===== src/rtl/ldtu_word_packer_if.sv =====
// ldtu_word_packer_if: sample-in / word-out bundle for the LiTe-DTU word packer.
//   sample_en, DATA_in, baseline_flag : classified sample stream into the packer
//   Orbit                             : single-cycle BC0 pulse
//   word_ready                        : serializer accepts word_out this cycle
//   word_out, word_valid              : FIFO head word and non-empty flag
//   fifo_ovf                          : sticky dropped-word flag
// The master side drives samples and ready; the slave side is the packer.
interface ldtu_word_packer_if;
  logic        sample_en;
  logic [12:0] DATA_in;
  logic        baseline_flag;
  logic        Orbit;
  logic        word_ready;
  logic [31:0] word_out;
  logic        word_valid;
  logic        fifo_ovf;

  modport master (
    output sample_en, DATA_in, baseline_flag, Orbit, word_ready,
    input  word_out, word_valid, fifo_ovf
  );

  modport slave (
    input  sample_en, DATA_in, baseline_flag, Orbit, word_ready,
    output word_out, word_valid, fifo_ovf
  );
endinterface


===== src/rtl/ldtu_word_packer.sv =====
// ldtu_word_packer: packs baseline (6-bit, five per word) and signal (13-bit, two per word)
// samples into 32-bit words, flushing partial words on a class change or orbit marker, and
// queues them in a FIFO_DEPTH-entry output FIFO with a valid/ready handshake.
//   CLK    : clock, all state on the rising edge
//   rst_b  : asynchronous active-low reset
//   bus_io : sample stream in, word stream out, sticky overflow (see ldtu_word_packer_if)
module ldtu_word_packer #(
  parameter int unsigned FIFO_DEPTH = 8,
  parameter int unsigned OCNT_W     = 12
) (
  input logic               CLK,
  input logic               rst_b,
  ldtu_word_packer_if.slave bus_io
);

  localparam int unsigned AW = $clog2(FIFO_DEPTH);
  localparam logic [AW:0] DepthCnt = (AW+1)'(FIFO_DEPTH);

  typedef enum logic [1:0] {StEmpty, StBase, StSign} mode_e;

  mode_e             mode_q, mode_d;
  logic [2:0]        cnt_q, cnt_d;
  logic [29:0]       pay_q, pay_d;
  logic [OCNT_W-1:0] ocnt_q, ocnt_d;

  // Up to two ordered pushes per cycle: push_w0 is always the older one.
  logic [1:0]        n_push;
  logic [31:0]       push_w0, push_w1;
  logic [31:0]       flush_w, marker_w, full_w;

  logic [31:0]       mem_q [FIFO_DEPTH];
  logic [AW-1:0]     wr_ptr_q, wr_ptr_d, wr_ptr_nx, rd_ptr_q, rd_ptr_d;
  logic [AW:0]       count_q, count_d, free_slots;
  logic              pop, acc0, acc1, drop;
  logic              ovf_q, ovf_d;

  // State register
  always_ff @(posedge CLK or negedge rst_b) begin
    if (!rst_b) begin
      mode_q   <= StEmpty;
      cnt_q    <= '0;
      pay_q    <= '0;
      ocnt_q   <= '0;
      wr_ptr_q <= '0;
      rd_ptr_q <= '0;
      count_q  <= '0;
      ovf_q    <= 1'b0;
    end else begin
      mode_q   <= mode_d;
      cnt_q    <= cnt_d;
      pay_q    <= pay_d;
      ocnt_q   <= ocnt_d;
      wr_ptr_q <= wr_ptr_d;
      rd_ptr_q <= rd_ptr_d;
      count_q  <= count_d;
      ovf_q    <= ovf_d;
    end
  end

  // FIFO storage needs no reset: the head is gated by count_q.
  always_ff @(posedge CLK) begin
    if (acc0) mem_q[wr_ptr_q] <= push_w0;
    if (acc1) mem_q[wr_ptr_nx] <= push_w1;
  end

  // Partial word for the accumulator as it stood at the start of the cycle; both flush
  // points (orbit, class switch) see that state, since the orbit leaves MODE empty.
  always_comb begin
    if (mode_q == StSign) flush_w = {6'b001011, 13'd0, pay_q[12:0]};
    else                  flush_w = {5'b11000, cnt_q, pay_q[23:0]};
    marker_w = 32'hE000_0000 | 32'(ocnt_q);
  end

  // Next-state: orbit, class switch, append, in that order.
  always_comb begin
    mode_d  = mode_q;
    cnt_d   = cnt_q;
    pay_d   = pay_q;
    ocnt_d  = ocnt_q;
    n_push  = 2'd0;
    push_w0 = '0;
    push_w1 = '0;
    full_w  = '0;

    if (bus_io.Orbit) begin
      if (mode_q != StEmpty) begin
        push_w0 = flush_w;
        n_push  = 2'd1;
      end
      if (n_push == 2'd0) push_w0 = marker_w;
      else                push_w1 = marker_w;
      n_push = n_push + 2'd1;
      ocnt_d = ocnt_q + OCNT_W'(1);
      mode_d = StEmpty;
      cnt_d  = '0;
      pay_d  = '0;
    end

    if (bus_io.sample_en) begin
      // Only reachable without an orbit, so this is always the first push.
      if (mode_d != StEmpty && ((mode_d == StBase) != bus_io.baseline_flag)) begin
        push_w0 = flush_w;
        n_push  = 2'd1;
        mode_d  = StEmpty;
        cnt_d   = '0;
        pay_d   = '0;
      end

      if (bus_io.baseline_flag) begin
        case (cnt_d)
          3'd0:    pay_d[5:0]   = bus_io.DATA_in[5:0];
          3'd1:    pay_d[11:6]  = bus_io.DATA_in[5:0];
          3'd2:    pay_d[17:12] = bus_io.DATA_in[5:0];
          3'd3:    pay_d[23:18] = bus_io.DATA_in[5:0];
          default: pay_d[29:24] = bus_io.DATA_in[5:0];
        endcase
        full_w = {2'b01, pay_d};
      end else begin
        if (cnt_d == 3'd0) pay_d[12:0]  = bus_io.DATA_in;
        else               pay_d[25:13] = bus_io.DATA_in;
        full_w = {6'b001010, pay_d[25:0]};
      end

      if ((bus_io.baseline_flag && cnt_d == 3'd4) ||
          (!bus_io.baseline_flag && cnt_d == 3'd1)) begin
        if (n_push == 2'd0) push_w0 = full_w;
        else                push_w1 = full_w;
        n_push = n_push + 2'd1;
        mode_d = StEmpty;
        cnt_d  = '0;
        pay_d  = '0;
      end else begin
        mode_d = bus_io.baseline_flag ? StBase : StSign;
        cnt_d  = cnt_d + 3'd1;
      end
    end
  end

  // FIFO bookkeeping: a same-cycle pop frees one slot for this cycle's pushes.
  always_comb begin
    pop        = (count_q != '0) && bus_io.word_ready;
    free_slots = DepthCnt - count_q + (AW+1)'(pop);
    acc0       = (n_push != 2'd0) && (free_slots >= (AW+1)'(1));
    acc1       = (n_push == 2'd2) && (free_slots >= (AW+1)'(2));
    drop       = ((n_push != 2'd0) && !acc0) || ((n_push == 2'd2) && !acc1);
    wr_ptr_nx  = wr_ptr_q + AW'(1);
    wr_ptr_d   = wr_ptr_q + AW'(acc0) + AW'(acc1);
    rd_ptr_d   = rd_ptr_q + AW'(pop);
    count_d    = count_q + (AW+1)'(acc0) + (AW+1)'(acc1) - (AW+1)'(pop);
    ovf_d      = ovf_q | drop;
  end

  // Outputs
  always_comb begin
    bus_io.word_valid = (count_q != '0);
    bus_io.word_out   = (count_q != '0) ? mem_q[rd_ptr_q] : 32'h0;
    bus_io.fifo_ovf   = ovf_q;
  end

endmodule


===== src/flat_wrapper.sv =====
// flat-port wrapper written by rule: the top's interface ports become plain ports
module ldtu_word_packer_flat 
#(
  parameter int unsigned FIFO_DEPTH = 8,
  parameter int unsigned OCNT_W     = 12
)
  (CLK, rst_b, bus_io_sample_en, bus_io_DATA_in, bus_io_baseline_flag, bus_io_Orbit, bus_io_word_ready, bus_io_word_out, bus_io_word_valid, bus_io_fifo_ovf);
  ldtu_word_packer_if bus_io_i ();
  input logic CLK;
  input logic rst_b;
  input wire logic [$bits(bus_io_i.sample_en)-1:0] bus_io_sample_en;
  input wire logic [$bits(bus_io_i.DATA_in)-1:0] bus_io_DATA_in;
  input wire logic [$bits(bus_io_i.baseline_flag)-1:0] bus_io_baseline_flag;
  input wire logic [$bits(bus_io_i.Orbit)-1:0] bus_io_Orbit;
  input wire logic [$bits(bus_io_i.word_ready)-1:0] bus_io_word_ready;
  output wire logic [$bits(bus_io_i.word_out)-1:0] bus_io_word_out;
  output wire logic [$bits(bus_io_i.word_valid)-1:0] bus_io_word_valid;
  output wire logic [$bits(bus_io_i.fifo_ovf)-1:0] bus_io_fifo_ovf;
  assign bus_io_i.sample_en = bus_io_sample_en;
  assign bus_io_i.DATA_in = bus_io_DATA_in;
  assign bus_io_i.baseline_flag = bus_io_baseline_flag;
  assign bus_io_i.Orbit = bus_io_Orbit;
  assign bus_io_i.word_ready = bus_io_word_ready;
  assign bus_io_word_out = bus_io_i.word_out;
  assign bus_io_word_valid = bus_io_i.word_valid;
  assign bus_io_fifo_ovf = bus_io_i.fifo_ovf;
  ldtu_word_packer #(.FIFO_DEPTH(FIFO_DEPTH), .OCNT_W(OCNT_W)) u_core (.CLK(CLK), .rst_b(rst_b), .bus_io(bus_io_i));
endmodule

===== config.mk =====
export PLATFORM = sky130hd
export DESIGN_NAME = ldtu_word_packer_flat
export DESIGN_NICKNAME = d
export VERILOG_FILES = /design/src/rtl/ldtu_word_packer_if.sv /design/src/rtl/ldtu_word_packer.sv /design/src/flat_wrapper.sv
export SDC_FILE = /design/constraint.sdc
export NUM_CORES = 1
export LEC_CHECK = 0
export ABC_CLOCK_PERIOD_IN_PS = 6950
export BUFFER_PORTS_ARGS = -buffer_cell sky130_fd_sc_hd__buf_4
export CAP_MARGIN = 30
export CORE_ASPECT_RATIO = 2
export CORE_MARGIN = 2
export CORE_UTILIZATION = 45
export CTS_BUF_LIST = sky130_fd_sc_hd__clkbuf_4
export CTS_CLUSTER_DIAMETER = 30
export DETAILED_ROUTE_END_ITERATION = 12
export GPL_ROUTABILITY_DRIVEN = 0
export PLACE_DENSITY_LB_ADDON = 0.1
export SLEW_MARGIN = 20
export SYNTH_ARGS = -nofsm -noshare
export SYNTH_HDL_FRONTEND = slang
export SYNTH_SLANG_ARGS = --single-unit

===== constraint.sdc =====
create_clock -name CLK -period 6.95 [get_ports CLK]
set_input_delay 0.695 -clock CLK [delete_from_list [all_inputs] [get_ports CLK]]
set_output_delay 0.695 -clock CLK [all_outputs]
set_load 0.1 [all_outputs]

==> out/results.tsv <==
stage	metric	value	unit
timing	tns	0	ns
yosys	netlist_area	17500	sq um
routing	routedWlPerCell	26.8	um
cells_and_area	syn_to_final_growth	11.2	%
grt	grt_util_all_layers	26.4	%
timing	clock_skew	0.0408	ns
timing	final.min_clock_period	5.15	ns
yosys	synthTopCellsByCount	mux2i_1 (272), edfxtp_1 (256), nand2_1 (88), nor2_1 (81), mux4_2 (64)	
floorplanning	die_x	143	um
cts	ctsHoldBuffers	0	
yosys	yosysMostFrequentCell	mux2i_1	
yosys	synth_cells	1319	
timing	worst_slew_pin_slew	1.12	ns
critical_path	cp_max_fo	17	
critical_path	cp-start-kind	register	
critical_path	worst_ep_arrival_time	5.77	ns
cts	cts_sinks	314	
yosys	synth_edf_count	256	
cts	cts.path.max_buffers	3	
yosys	synthTopCellsByArea	edfxtp_1 (44%), mux2i_1 (16%), dfrtp_1 (8.3%)	
timing	finalSetupViolCount	0	
yosys	synth_top_area_cell	edfxtp_1	
routing	dr.pass1.iters	5	
floorplanning	fp.dieH	283	um
timing	rsz0062_at_grt	false	
critical_path	end_kind	register	
yosys	yosysTopAreaCellShare	44.0	%
critical_path	worstSetupPathType	reg -> reg	
cts	cts_htree_levels	3	
floorplanning	ioPinCount	53	
power	powerDensity	437	nW/um^2
outcome	outcome	completed	
cts	cts_root_buf	clkbuf_4	
floorplanning	core	38500	sq um
yosys	synthArstFlopShare	18.5	%
floorplanning	dieArea	40500	sq um
power	sequentialPowerShare	33.1	%
yosys	synthFlopType	edfxtp_1	
yosys	synth_warnings	0	
cts	cts_resized	0	
timing	timing.fmax	194	MHz
worst_hold_path	min_path_type	in -> async	
cells_and_area	layout-drive-gt1-share	22.9	%
yosys	syn-num-nets	1359	
placed_design	port_buffers	52	
grt	grt_pass1_wl	77700	um
cts	cts_made_buffers	73	
timing	slew_headroom	25.6	%
power	switchingPower	0.00392	W
cts	clock_latency	0.76	ns
floorplanning	rows	102	
power	leakage	6.66	nW
flow_run	cap_violations	0	
placed_design	dp_hpwl	33500	um
routing	routed_wirelength	52400	um
routing	num_vias	11900	
power	switching_share	46.2	%
timing	fin_crit_sh	74.2	%
placed_design	dp_slack	1.43	ns
yosys	ys_ff_latch	314	
power	vdd_drop_max	0.306	mV
cells_and_area	layout.nets	1429	
routing	drt_iter0_markers	849	
cts	clkTransAtPathRegs	0.08	ns
yosys	ys_types	78	
routing	ant_nets	0	
yosys	yosysSeqAreaShare	52.3	%
timing	drv_slew	0	
power	clkPwrFrac	18.2	%
power	internal-power	0.00457	W
routing	drt-vias-per-instance	6.08	
floorplanning	start_util	45.3	%
grt	grt_max_degree	59	
grt	antenna_found_initial	1	
power	p_total	0.00849	W
critical_path	crit_required	7.57	ns
cts	post_cts.repair.setup_buffers	0	
grt	grt_pass1_vias	12300	
power	comb_power_share	48.7	%
grt	grt-ovfl-total	0	
timing	worst_slack	1.80	ns
yosys	postSynthAreaPerCell	13.2	sq um
timing	finalHoldViolCount	0	
cts	cts_tree	done	
routing	route.detailed.drc	0	
[layer usage]
metal	track usage [%]	vias up	share of wire, %
li1	-	5266	-
met1	29.1	5997	36
met2	49.0	498	54
met3	4.20	147	5.5
met4	12.4	0	4.8
met5	0	-	0
[state kept, by name, summed over array words and instances, names as in the netlist]
signal                  count
u_core.ocnt_q              12
u_core.rd_ptr_q             3
u_core.bus_io.fifo_ovf      1
u_core.pay_q               30
u_core.mode_q               2
u_core.wr_ptr_q             3
u_core.mem_q              256
u_core.count_q              4
u_core.cnt_q                3
[metrics by stage]
step                hold WS, ns  instances  instance area (sq um)  utilization (%)
floorplan                 0.399       1319                  17500                -
finish                   0.0253       1959                  19400             50.4
global route             0.0624       1959                  19400             50.4
global placement          0.502       1823                  18400             47.6
detailed placement        0.507       1830                  18400             47.8
CTS                      0.0138       1954                  19400             50.3
[kinds of logic (layout without fill, tap and decap cells)]
logic type	Yosys count	in the layout	share of synthesized area, %
multiplexers	351	351	24.9
flip-flops	314	314	52.3
AND/OR/NAND/NOR	296	296	8.71
AO/OA/AOI/OAI	188	188	7.81
buffers and inverters	129	248	3.69
adder cells (fa/ha/maj)	21	21	1.63
XOR/XNOR	20	20	1.00
other	0	1	0
[power by group through the flow]
stage / registers [W] / clock network [W] / logic [W]
6_report: 0.00281 / 0.00155 / 0.00413
5_1_grt: 0.00286 / 0.00167 / 0.00434
4_1_cts: 0.00282 / 0.00159 / 0.00417
3_5_place_dp: 0.00286 / 0 / 0.00416
3_3_place_gp: 0.00284 / 0 / 0.00412
2_1_floorplan: 0.00271 / 0 / 0.00315
[final cells by class]
class / instances / area [sq um]
clock buffer: 103 / 773
fill: 3505 / 19100
antenna: 1 / 2.50
inverter: 26 / 97.6
timing repair buffer: 98 / 776
tap: 520 / 651
multi-input combinational: 876 / 7820
sequential: 314 / 9150
clock inverter: 21 / 168
[placed cells by master (no fill, tap or decap), types with 6 or more instances in the layout]
cell type / count
a21oi_1: 29
o21ai_0: 34
mux4_2: 64
a22oi_1: 7
a31oi_1: 14
xnor2_1: 14
nand3_1: 35
nand2_1: 88
a32oi_1: 7
clkbuf_4: 103
nand3b_1: 6
nor3_1: 6
mux2_2: 14
and3_1: 6
nor2b_1: 14
inv_1: 26
and2_1: 11
a221oi_1: 6
a22o_1: 15
clkinv_1: 15
xor2_1: 6
nor2_1: 79
nor4_4: 6
ha_1: 18
edfxtp_1: 256
buf_4: 90
mux2i_1: 272
dfrtp_1: 55
o21bai_4: 8
nand2b_1: 12
[critical path, cell delays in order, from the launching register on]
cell and delay (ns):
dfrtp_1 0.32, buf_4 0.22, nor3b_1 0.71, nor3_1 0.24
buf_2 0.24, nand2_1 0.13, ha_1 0.55, nand3_1 0.31
and2_1 0.24, a211o_4 0.44, o21ai_2 0.14, buf_4 0.28
ha_1 0.29, fa_1 0.38, inv_1 0.11, fa_1 0.43
[path summary, 6_finish.rpt]
kind | start | end | slack, ns | cells after the start
min reg2reg | u_core.ocnt_q[11] | u_core.ocnt_q[11] | 0.51 | 1
max reg2reg | u_core.mode_q[0] | u_core.count_q[1] | 1.80 | 15
max in group asynchronous | rst_b | u_core.rd_ptr_q[0] | 6.31 | 1
min in group CLK | bus_io_word_ready | u_core.rd_ptr_q[0] | 0.40 | 4
min | rst_b | u_core.bus_io.fifo_ovf | 0.03 | 1
max | u_core.mode_q[0] | u_core.count_q[1] | 1.80 | 15
Note: power is estimated with default switching activity, not from simulation.
